<file path="config.mk">
export PLATFORM = sky130hd
export DESIGN_NAME = cs_field_sequencer
export DESIGN_NICKNAME = d
export VERILOG_FILES = /design/src/rtl/cs_field_sequencer.sv
export SDC_FILE = /design/constraint.sdc
export NUM_CORES = 1
export LEC_CHECK = 0
export ABC_AREA = 1
export BUFFER_PORTS_ARGS = -buffer_cell sky130_fd_sc_hd__clkbuf_2
export CAP_MARGIN = 20
export CORE_MARGIN = 1
export CORE_UTILIZATION = 35
export CTS_CLUSTER_SIZE = 30
export DETAILED_ROUTE_END_ITERATION = 10
export SLEW_MARGIN = 15
export SYNTH_ARGS = -nofsm -noshare
export SYNTH_HDL_FRONTEND = slang
export SYNTH_SLANG_ARGS = --single-unit
</file>
<file path="constraint.sdc">
create_clock -name clk -period 3.38 [get_ports clk]
set_clock_uncertainty 0.2 [all_clocks]
set_input_delay 0.338 -clock clk [delete_from_list [all_inputs] [get_ports clk]]
set_output_delay 0.338 -clock clk [all_outputs]
set_load 0.02 [all_outputs]
</file>
<file path="src/rtl/cs_field_sequencer.sv">
// cs_field_sequencer: registered chip-select generator for the RTC config
// register groups. Selects a whole group (BULK) or a single field under a
// next/prev cursor (EDIT), with an optional EDIT inactivity timeout.
module cs_field_sequencer #(
  parameter int                      N_GROUPS    = 3,
  parameter int                      MAX_FIELDS  = 4,
  parameter logic [4*N_GROUPS-1:0]   GROUP_SIZES = 12'h343,
  parameter int                      TIMEOUT_CYC = 0,
  localparam int                     SEL_W       = $clog2(N_GROUPS + 1),
  localparam int                     CUR_W       = (MAX_FIELDS > 1) ? $clog2(MAX_FIELDS) : 1,
  localparam int                     CS_W        = N_GROUPS * MAX_FIELDS
) (
  input  logic             clk,
  input  logic             reset,
  input  logic [SEL_W-1:0] funcion_conf,
  input  logic             edit_en,
  input  logic             btn_next,
  input  logic             btn_prev,
  output logic [CS_W-1:0]  cs,
  output logic [SEL_W-1:0] active_group,
  output logic [CUR_W-1:0] cursor,
  output logic             editing,
  output logic             edit_timeout
);

  // Timer only needs to reach TIMEOUT_CYC-1; it saturates at all-ones.
  localparam int TMR_W = (TIMEOUT_CYC > 1) ? $clog2(TIMEOUT_CYC + 1) : 1;

  typedef enum logic [1:0] {
    ST_IDLE = 2'd0,
    ST_BULK = 2'd1,
    ST_EDIT = 2'd2
  } state_t;

  state_t            r_state;
  logic [CS_W-1:0]   r_cs;
  logic [SEL_W-1:0]  r_active_group;
  logic [CUR_W-1:0]  r_cursor;
  logic              r_editing;
  logic              r_edit_timeout;
  logic              r_edit_en_d;
  logic [TMR_W-1:0]  r_timer;

  // Per-group lookup tables; entry 0 stands for "no group" and is all zero.
  logic [N_GROUPS:0][CS_W-1:0] w_bulk_cs;
  logic [N_GROUPS:0][3:0]      w_grp_size;

  logic             w_conf_valid;
  logic [SEL_W-1:0] w_conf_grp;
  logic             w_edit_rise;
  logic             w_any_btn;
  logic             w_timeout_hit;
  logic [3:0]       w_ag_size;
  logic [CUR_W-1:0] w_cur_next;

  assign w_bulk_cs[0]  = '0;
  assign w_grp_size[0] = '0;

  generate
    for (genvar gi = 0; gi < N_GROUPS; gi++) begin : g_grp
      // Sizes above MAX_FIELDS are clamped so no out-of-group bit can assert.
      localparam int RAW = int'(GROUP_SIZES[4*gi +: 4]);
      localparam int SZ  = (RAW > MAX_FIELDS) ? MAX_FIELDS : RAW;
      localparam logic [CS_W-1:0] MASK = CS_W'((1 << SZ) - 1) << (gi * MAX_FIELDS);
      assign w_bulk_cs[gi+1]  = MASK;
      assign w_grp_size[gi+1] = 4'(SZ);
    end
  endgenerate

  // Out-of-range group codes collapse to 0 so they behave like "none".
  assign w_conf_valid  = (funcion_conf != '0) && (int'(funcion_conf) <= N_GROUPS);
  assign w_conf_grp    = w_conf_valid ? funcion_conf : '0;
  assign w_edit_rise   = edit_en & ~r_edit_en_d;
  assign w_any_btn     = btn_next | btn_prev;
  assign w_ag_size     = w_grp_size[r_active_group];
  assign w_timeout_hit = (TIMEOUT_CYC > 0) && !w_any_btn &&
                         (r_timer == TMR_W'(TIMEOUT_CYC - 1));

  // One-hot select of a single field inside a group.
  function automatic logic [CS_W-1:0] field_cs(input logic [SEL_W-1:0] g,
                                               input logic [CUR_W-1:0] c);
    field_cs = '0;
    if (g != '0) field_cs = CS_W'(1) << ((int'(g) - 1) * MAX_FIELDS + int'(c));
  endfunction

  // Cursor step with wrap inside the active group; both buttons cancel out.
  always_comb begin
    w_cur_next = r_cursor;
    if (btn_next && !btn_prev) begin
      w_cur_next = (r_cursor == CUR_W'(w_ag_size - 4'd1)) ? '0 : r_cursor + CUR_W'(1);
    end else if (btn_prev && !btn_next) begin
      w_cur_next = (r_cursor == '0) ? CUR_W'(w_ag_size - 4'd1) : r_cursor - CUR_W'(1);
    end
  end

  // Main sequencer: state, chip selects and status outputs all registered here.
  always_ff @(posedge clk) begin
    if (!reset) begin
      r_state        <= ST_IDLE;
      r_cs           <= '0;
      r_active_group <= '0;
      r_cursor       <= '0;
      r_editing      <= 1'b0;
      r_edit_timeout <= 1'b0;
      r_edit_en_d    <= 1'b0;
      r_timer        <= '0;
    end else begin
      r_edit_en_d    <= edit_en;
      r_edit_timeout <= 1'b0;
      case (r_state)
        ST_IDLE: begin
          if (w_conf_valid) begin
            r_state        <= ST_BULK;
            r_active_group <= w_conf_grp;
            r_cursor       <= '0;
            r_cs           <= w_bulk_cs[w_conf_grp];
          end
        end
        ST_BULK: begin
          if (!w_conf_valid) begin
            r_state        <= ST_IDLE;
            r_active_group <= '0;
            r_cursor       <= '0;
            r_cs           <= '0;
          end else if (w_conf_grp != r_active_group) begin
            r_active_group <= w_conf_grp;
            r_cursor       <= '0;
            r_cs           <= w_bulk_cs[w_conf_grp];
          end else if (w_edit_rise) begin
            r_state   <= ST_EDIT;
            r_editing <= 1'b1;
            r_cursor  <= '0;
            r_timer   <= '0;
            r_cs      <= field_cs(r_active_group, '0);
          end
        end
        ST_EDIT: begin
          if (!w_conf_valid) begin
            r_state        <= ST_IDLE;
            r_editing      <= 1'b0;
            r_active_group <= '0;
            r_cursor       <= '0;
            r_cs           <= '0;
          end else if (w_conf_grp != r_active_group) begin
            r_state        <= ST_BULK;
            r_editing      <= 1'b0;
            r_active_group <= w_conf_grp;
            r_cursor       <= '0;
            r_cs           <= w_bulk_cs[w_conf_grp];
          end else if (!edit_en) begin
            r_state   <= ST_BULK;
            r_editing <= 1'b0;
            r_cursor  <= '0;
            r_cs      <= w_bulk_cs[r_active_group];
          end else if (w_timeout_hit) begin
            r_state        <= ST_BULK;
            r_editing      <= 1'b0;
            r_edit_timeout <= 1'b1;
            r_cursor       <= '0;
            r_cs           <= w_bulk_cs[r_active_group];
          end else begin
            r_cursor <= w_cur_next;
            r_cs     <= field_cs(r_active_group, w_cur_next);
            if (w_any_btn)            r_timer <= '0;
            else if (r_timer != '1)   r_timer <= r_timer + TMR_W'(1);
          end
        end
        default: begin
          r_state        <= ST_IDLE;
          r_editing      <= 1'b0;
          r_active_group <= '0;
          r_cursor       <= '0;
          r_cs           <= '0;
        end
      endcase
    end
  end

  assign cs           = r_cs;
  assign active_group = r_active_group;
  assign cursor       = r_cursor;
  assign editing      = r_editing;
  assign edit_timeout = r_edit_timeout;

endmodule
</file>
======== Yosys cells after proc, flatten, opt, wreduce, memory -nomap -nowiden ========
Index checks and enable logic that the tools add are counted.
cells by class
  $add $sub $neg .......................... 5
  $mul .................................... 0
  div/mod/pow operators ................... 0
  order comparisons ....................... 2
  equal/unequal tests ..................... 13
  shift operators ......................... 2
  multiplexer cells ....................... 48
  bitwise logic cells ..................... 3
  reduce and logical (&&, ||, !) cells .... 13
operators by type and width
  kind                     number
  $mux W12                 11
  $shl A1 B32 Y12 const A  2
  $bmux W12 S2             2
  $mux W2                  23
  $pmux W12 S3             1
  $pmux W2 S3              2
  $bmux W4 S2              1
  $ne A2 B2 Y1 const B     4
  $ne A4 B4 Y1 const B     2
  $add A5 B3 Y6            1
  $lt A2 B3 Y1 const B     2
  $mux W1                  6
  $ne A3 B3 Y1 const B     2
  $reduce_and A5 Y1        1
  $logic_not A2 Y1         2
  $pmux W2 S2              1
  $reduce_and A2 Y1        2
  $reduce_and A4 Y1        1
  $reduce_bool A2 Y1       2
  $sub A2 B1 Y2 const B    2
  $ne A3 B2 Y1 const B     1
  $pmux W1 S3              1
  $sub A2 B1 Y3 const B    1
  $add A2 B1 Y2 const B    1
  other kinds (9)          12
word-level totals
  register bits after elaboration ......... 20
  latch bits .............................. 0
  RAM bits ................................ 0
  ROM bits ................................ 0
  bits of input ports ..................... 7
  output and inout port bits .............. 18
  word-level logic and storage cells ...... 92
  memories kept ........................... 0

======== Logic depth before layout (Yosys ltp) ========
Gate-level depths: netlist (run 1).
  word-level depth ........................ 13
  depth in mapped cells ................... 15
  mapped depth without buffers ............ 15

======== Least setup slack after synthesis (run 1) ========
Ideal clock, no wire load.
  kind .................................... register -> register
  start point ............................. register r_active_group[0], in the netlist active_group[0]
  end point ............................... register r_cs[10], in the netlist cs[10]
  library setup time ...................... 71 ps
  arrival ................................. 1681 ps
  data required time ...................... 3109 ps
  path slack .............................. 1429 ps
  cell stages (with the launch flop) ...... 10
  path buffers ............................ 0
  cells stage by stage .................... dfxtp_1 -> inv_2 -> ha_1 -> nor3_1 -> nand4_1 -> nand2_1 -> nand2_1 -> nand2_1 -> nand2_1 -> a21oi_1
on the way
  word-level cells in the longest chain between the ends .. 13
  elaborated cells between the ends (all ways) .. 27
  those cells by class .................... add/sub: 3; eq/ne: 3; shift: 2; mux: 17; reduce/logical: 2
RTL lines
  what                                     RTL line  RTL
  start: declaration                       37        logic [SEL_W-1:0] r_active_group;
  start signal: assignment                 114       r_active_group <= w_conf_grp;
  start signal: assignment                 126       r_active_group <= w_conf_grp;
  start signal: assignment                 147       r_active_group <= w_conf_grp;
  $bmux W4 S2                              75        assign w_ag_size = w_grp_size[r_active_group];
  $mux W2 (not written as such)            75
  $sub A2 B1 Y2                            90, 92
  $eq A2 B2 Y1 or $mux W2 (tied branches)  90, 92
  $mux W2, on equally long branches        90, 91
  $mux W2                                  89        if (btn_next && !btn_prev) begin
  $add A5 B3 Y6                            83        if (g != '0) field_cs = CS_W'(1) << ((int'(g) - 1) * MAX_FIELDS + int'(c));
  $shl A1 B32 Y12                          83
  $mux W12                                 83
  $mux W12                                 150       end else if (!edit_en) begin
  $mux W12                                 144       end else if (w_conf_grp != r_active_group) begin
  $mux W12                                 138       if (!w_conf_valid) begin
  $pmux W12 S3                             110       case (r_state)
  end signal: assignment                   116       r_cs <= w_bulk_cs[w_conf_grp];
  end signal: assignment                   149       r_cs <= w_bulk_cs[w_conf_grp];
  end signal: assignment                   154       r_cs <= w_bulk_cs[r_active_group];
  end: declaration                         36        logic [CS_W-1:0] r_cs;
Several ways; a longest one is shown, not always the timed one. The select of a mux whose other input is x is not followed.
A chain may end at the register's enable or synchronous reset.

======== Final worst setup path (run 1) ========
Same ends and word-level chain as after synthesis.

==> metrics.txt, run 1 <==
Reg power frac=26.6%; r2r worst-path depth=9; Pre-antenna DRT Iters=5; Core ar.=4320 µm²; Yosys cell types=33; Clock Latency Late Sink=0.27 ns; switching fraction of total power=47.7%; share of layout cells above drive strength 1=19.0%; Setup Crit Path Kind=flop to flop; Final #Nets=280; setup violators final=0; sequential-to-total area share from yosys stat=25.4%; hold slack=0.127 ns; ant diodes=0; Worst Slack Setup Final=1.05 ns; CP Data Arrival Time=2.32 ns; grt ovf=0; Clock Sinks=20; Hold EP=r_edit_en_d; Max clock buf depth=2; Worst setup EP type=flop; Comb power frac=54.7%; Initial Util=36.4%; fmax=429 MHz; status=finished, final reports clean; total number of vias=1502; Top FF cell, synth=dfxtp_1; die width=69.1 µm; GRT Util Overall=15.7%; root buffer cell=clkbuf_8; DRT antenna net count=0; Slew Limit Fails=0; Post CTS Setup Buffer Count=0; min-delay src=reset; CP Launch Type=flop; FP Rows=24; syn_nets=258; CP Data Required Time=3.37 ns; H-Tree Depth=1; synthesized flop and latch total=20; synth top area cells=dfxtp_1 25%, nand2_1 20%, a21oi_1 7.9%; PwrDens=739 nW/µm²; Final Hold Viols=0; Post-synth ARST share=0%; vias in the first global route=1363; per-cell routed wire length=11.3 µm; # resized after CTS=0; largest net degree at the start of global routing=17; RR Endpoint=cs[10]; switching power=0.000627 W; DR DRC count=0; drt total wl=3560 µm; area share of the largest cell type after synthesis=25.4%; synthesized area=1570 µm²; minimum clock period=2.33 ns; CTS tree=built; port bufs=23; normalized max-slew margin=61.5%; Ys Warns=0; Max rail drop VDD=532 µV; Hold Crit Class=input port to flop; Avg Cell Area, Syn=6.50 µm²; fin crit share=68.9%; Post-synth EDFFs=0; TritonCTS buffer count=3; clock share of power=18.7%; Detailed Place HPWL=2780 µm; RSZ-0062 raised after global routing=false; Iter 0 DRT Violations=55; Vias per Instance=4.77; Reg clk slew, reported paths=0.08 ns; I/O pins=25; pre-CTS setup slack=1.08 ns; worst-margin pin slew=0.577 ns; Worst Hold Depth=3; LEAKAGE=0.843 nW; area leader, netlist=dfxtp_1; Syn Inst Count=242; setup TNS=0 ns; initial antenna violation count=0; Layout area overhead=12.9%; Crit Path Max Fanout=16; RR Startpoint=active_group[0]; die height=69.1 µm; global-route wire length before repair=6120 µm; Die ar.=4770 µm²; total power=0.00131 W; hold_buf cts=0; gpl congestion=0.884; Max-Cap Viols=0; Reg2Reg Setup Slack=1.05 ns; internal power=0.000687 W
## logic make-up after synthesis
family | synth area share, %
xor+xnor | 1.59
other cells | 0.238
simple gates | 40.5
compound gates | 15.0
buf+inv | 10.0
flops | 25.4
fa+ha+maj | 7.15
## worst max-delay path by stage
| stage | from | to | slack [ns] | depth (start not counted) |
|---|---|---|---|---|
| final | active_group[0] | cs[10] | 1.05 | 9 |
| after global routing | active_group[0] | cs[10] | 0.77 | 9 |
| after CTS | active_group[0] | cs[9] | 1.05 | 9 |
| after detailed placement | active_group[0] | cs[9] | 1.08 | 9 |
| after global placement | active_group[0] | cs[9] | 1.14 | 9 |
| after floorplan | active_group[0] | cs[10] | 1.43 | 9 |
## per-stage QoR
stage | cells | instance area, µm² | util, %
2_1_floorplan | 242 | 1570 | -
3_3_place_gp | 311 | 1710 | 39.4
3_5_place_dp | 311 | 1710 | 39.4
4_1_cts | 315 | 1780 | 41.1
5_1_grt | 315 | 1780 | 41.1
6_report | 315 | 1780 | 41.1
## power by group through the flow
stage / clock (W) / sequential [W] / combinational, W
2_1_floorplan: 0 / 0.000394 / 0.000541
3_3_place_gp: 0 / 0.000354 / 0.000720
3_5_place_dp: 0 / 0.000355 / 0.000721
4_1_cts: 0.000254 / 0.000349 / 0.000724
5_1_grt: 0.000262 / 0.000361 / 0.000811
6_report: 0.000246 / 0.000349 / 0.000718
## final cells by class
cell class,count,area (µm²)
Timing Repair Buffer,23,115
Sequential cell,20,400
Clock inverter,1,30.0
Clock buffer,3,41.3
Tap cell,52,65.1
Inverter,29,109
Fill cell,486,2550
Multi-Input combinational cell,187,1020
## registers in the layout, indices dropped and copies added (netlist names)
register      flops
active_group      2
r_state           2
cursor            2
cs               12
editing           1
r_edit_en_d       1
## metal layers
metal / wire, µm / up-vias / GRT usage [%] / part of all wire, %
li1: - / 815 / - / -
met1: 1800 / 660 / 21.0 / 51
met2: 1580 / 25 / 26.3 / 44
met3: 163 / 2 / 3.80 / 4.6
met4: 13 / 0 / 1.36 / 0.37
met5: 0 / - / 0 / 0
## cell usage after synthesis, types with 2 or more instances
master / instances
inv_1: 25
nor2_8: 2
o21ai_0: 7
nand2_1: 82
a211oi_1: 2
nor2_4: 2
inv_2: 4
dfxtp_1: 20
buf_4: 3
buf_6: 2
nor3_2: 3
nor2_2: 3
nand2_2: 3
nand3_1: 10
nor2_1: 15
a31oi_1: 2
ha_1: 9
nand4_1: 6
a21oi_1: 25
nor3_1: 4
## critical path, stage by stage, from the launching register on
cell	delay, ns
dfxtp_1	0.69
inv_2	0.14
ha_1	0.40
nor3_1	0.30
nand4_1	0.14
nand2_1	0.10
nand2_1	0.05
nand2_1	0.06
nand2_1	0.05
a21oi_1	0.11
## cells in the final DEF (no fill, tap or decap), types with 4 or more instances in the layout
| cell | n |
|---|---|
| nor3_1 | 4 |
| nand2_1 | 82 |
| inv_2 | 4 |
| nand3_1 | 10 |
| a21oi_1 | 25 |
| nor2_1 | 15 |
| ha_1 | 9 |
| o21ai_0 | 7 |
| dfxtp_1 | 20 |
| nand4_1 | 6 |
| clkbuf_2 | 23 |
| inv_1 | 25 |
Note: power is estimated with default switching activity, not from simulation.
==> run 2: changes to the inputs <==
clock period = 2.12 ns   (was 3.38 ns; I/O delays follow)
==> run 2 against run 1 <==
  * Design area grew 2.6%
  * Core utilization grew 1.1 points
  * Register-to-register slack lost 0.86 ns
  * Clock-buffer cell count is the same
  * Clock power grew 58%
  * Final cell count grew 1.6%
  * First-iteration DRC count shrank 20%
  * Hold slack lost 0.12 ns
  * Maximum frequency grew 21%
  * Routed wire length is essentially flat
  * Sequential share of layout area shrank 0.50 points
  * Die area is the same
  * Critical path type unchanged
  * Critical endpoint is now cs[7]
==> metrics.txt, run 2 (same netlist as run 1, synthesis figures left out) <==
switching fraction of total power=47.0% (was 47.7%); Hold Crit Class=input port to flop (unchanged); per-cell routed wire length=11.1 µm (was 11.3 µm); Post CTS Setup Buffer Count=0 (unchanged); PwrDens=1170 nW/µm² (was 739 nW/µm²); commonest non-fill, non-tap cell in the layout=nand2_1 (unchanged); worst setup path startpoint=active_group[1] (was active_group[0]); # fillers=471 (was 486); normalized max-slew margin=64.8% (was 61.5%); Clock Sinks=20 (unchanged); minimum clock period=1.93 ns (was 2.33 ns); Non-Filler Instances=320 (was 315); Layout area overhead=15.8% (was 12.9%); placed cells=316 (was 311); internal power=0.00113 W (was 0.000687 W); Reg2Reg Setup Slack=0.19 ns (was 1.05 ns); final core utilization=42.2% (was 41.1%); Worst setup EP type=flop (unchanged); Crit Path Max Fanout=6 (was 16); Comb power frac=57.0% (was 54.7%); GRT Util Overall=16.0% (was 15.7%); RR Startpoint=active_group[1] (was active_group[0]); H-Tree Depth=1 (unchanged); Reg clk slew, reported paths=0.08 ns (about the same); vias in the first global route=1423 (was 1363); Pre-antenna DRT Iters=4 (was 5); worst-margin pin slew=0.527 ns (was 0.577 ns); Worst Slack Setup Final=0.192 ns (was 1.05 ns); largest net degree at the start of global routing=17 (unchanged); hold_buf cts=0 (unchanged); status=finished, final reports clean (unchanged); FP Rows=24 (unchanged); CP Launch Type=flop (unchanged); r2r worst-path depth=10 (was 9); total number of vias=1520 (was 1502); hold slack=0.00254 ns (was 0.127 ns); Detailed Place HPWL=2790 µm (was 2780 µm); die height=69.1 µm (unchanged); Max-Cap Viols=0 (unchanged); fin crit share=91.0% (was 68.9%); Reg power frac=24.8% (was 26.6%); grt ovf=0 (unchanged); Core ar.=4320 µm² (unchanged); Max rail drop VDD=688 µV (was 532 µV); Final #Nets=285 (was 280); die width=69.1 µm (unchanged); port bufs=23 (unchanged); Iter 0 DRT Violations=44 (was 55); Largest register FFs=12 (unchanged); Setup Crit Path Kind=flop to flop (unchanged); CP Data Arrival Time=1.92 ns (was 2.32 ns); I/O pins=25 (unchanged); RSZ-0062 raised after global routing=false (unchanged); Clock Latency Late Sink=0.26 ns (was 0.27 ns); CTS tree=built (unchanged); Max clock buf depth=2 (unchanged); LEAKAGE=0.869 nW (was 0.843 nW); drt total wl=3560 µm (about the same); setup TNS=0 ns (unchanged); DRT antenna net count=0 (unchanged); CP endpoint=cs[7] (was cs[10]); RR Endpoint=cs[7] (was cs[10]); DR DRC count=0 (unchanged); Die ar.=4770 µm² (unchanged); clock share of power=18.2% (was 18.7%); Final Hold Viols=0 (unchanged); CP Data Required Time=2.11 ns (was 3.37 ns); most frequent cells in the layout=82 x nand2_1, 25 x inv_1, 25 x a21oi_1, 23 x clkbuf_2, 19 x dfxtp_1 (was 82 x nand2_1, 25 x inv_1, 25 x a21oi_1, 23 x clkbuf_2, 20 x dfxtp_1); fmax=519 MHz (was 429 MHz); TritonCTS buffer count=3 (unchanged); initial antenna violation count=0 (unchanged); gpl congestion=0.902 (was 0.884); global-route wire length before repair=6310 µm (was 6120 µm); setup violators final=0 (unchanged); Initial Util=36.4% (unchanged); pre-CTS setup slack=0.103 ns (was 1.08 ns); Slew Limit Fails=0 (unchanged); share of layout cells above drive strength 1=21.6% (was 19.0%); Vias per Instance=4.75 (was 4.77); switching power=0.00100 W (was 0.000627 W); ant diodes=0 (unchanged); root buffer cell=clkbuf_8 (unchanged)
run 2: changes by cell type in the layout (fill, tap and decap cells not counted), sizes merged:
cell	before	now
buf	0	5
run 2: power groups by stage:
stage          Clock (W)  Sequential (W)  Combinational, W
6_report        0.000389        0.000530           0.00122
3_5_place_dp           0        0.000540           0.00120
5_1_grt         0.000412        0.000546           0.00137
4_1_cts         0.000398        0.000531           0.00121
3_3_place_gp           0        0.000541           0.00121
2_1_floorplan          0        0.000629          0.000863
run 2: worst min path at each step:
stage	startpoint	slack (ns)	depth (start not counted)	to
2_1_floorplan	edit_en	0.11	2	r_edit_en_d
3_3_place_gp	editing	0.25	2	editing
3_5_place_dp	editing	0.25	2	editing
4_1_cts	reset	0.002	3	r_edit_en_d
5_1_grt	reset	0.01	3	r_edit_en_d
6_report	reset	0.003	3	r_edit_en_d
run 2: metal layers:
metal | part of all wire (%) | GRT usage (%)
met2 | 44 | 24.8
met5 | 0 | 0
met1 | 50 | 22.0
met3 | 4.8 | 4.24
met4 | 0.70 | 3.63
run 2: through the flow:
stage	area [µm²]	total power, W
2_1_floorplan	1570	0.00149
3_3_place_gp	1740	0.00175
5_1_grt	1820	0.00233
3_5_place_dp	1740	0.00174
4_1_cts	1810	0.00214
6_report	1820	0.00214
run 2: layout make-up:
cell class                 instances  area (µm²)  area share, %
tap                               52        65.1           3.57
sequential                        20         402           22.0
clock buffer                       3        41.3           2.26
timing repair buffer              28         153           8.37
clock inverter                     1        30.0           1.65
multi-input combinational        187        1020           56.1
inverter                          29         109           5.97
run 2: critical path, cell delays in order (launching register included):
cell and delay, ns:
dfxtp_2 0.39, inv_1 0.10, ha_2 0.40, nand2_1 0.10
nor2_1 0.21, nand3_1 0.11, nand2_1 0.07, nand2_1 0.04
nand2_1 0.05, nand2_1 0.05, a21oi_1 0.13
run 2: timing repair:
item / CTS / global route
endpoints found under the hold margin: 0 / 0
endpoints found under the setup margin: 0 / 7
resized for setup: 0 / 3
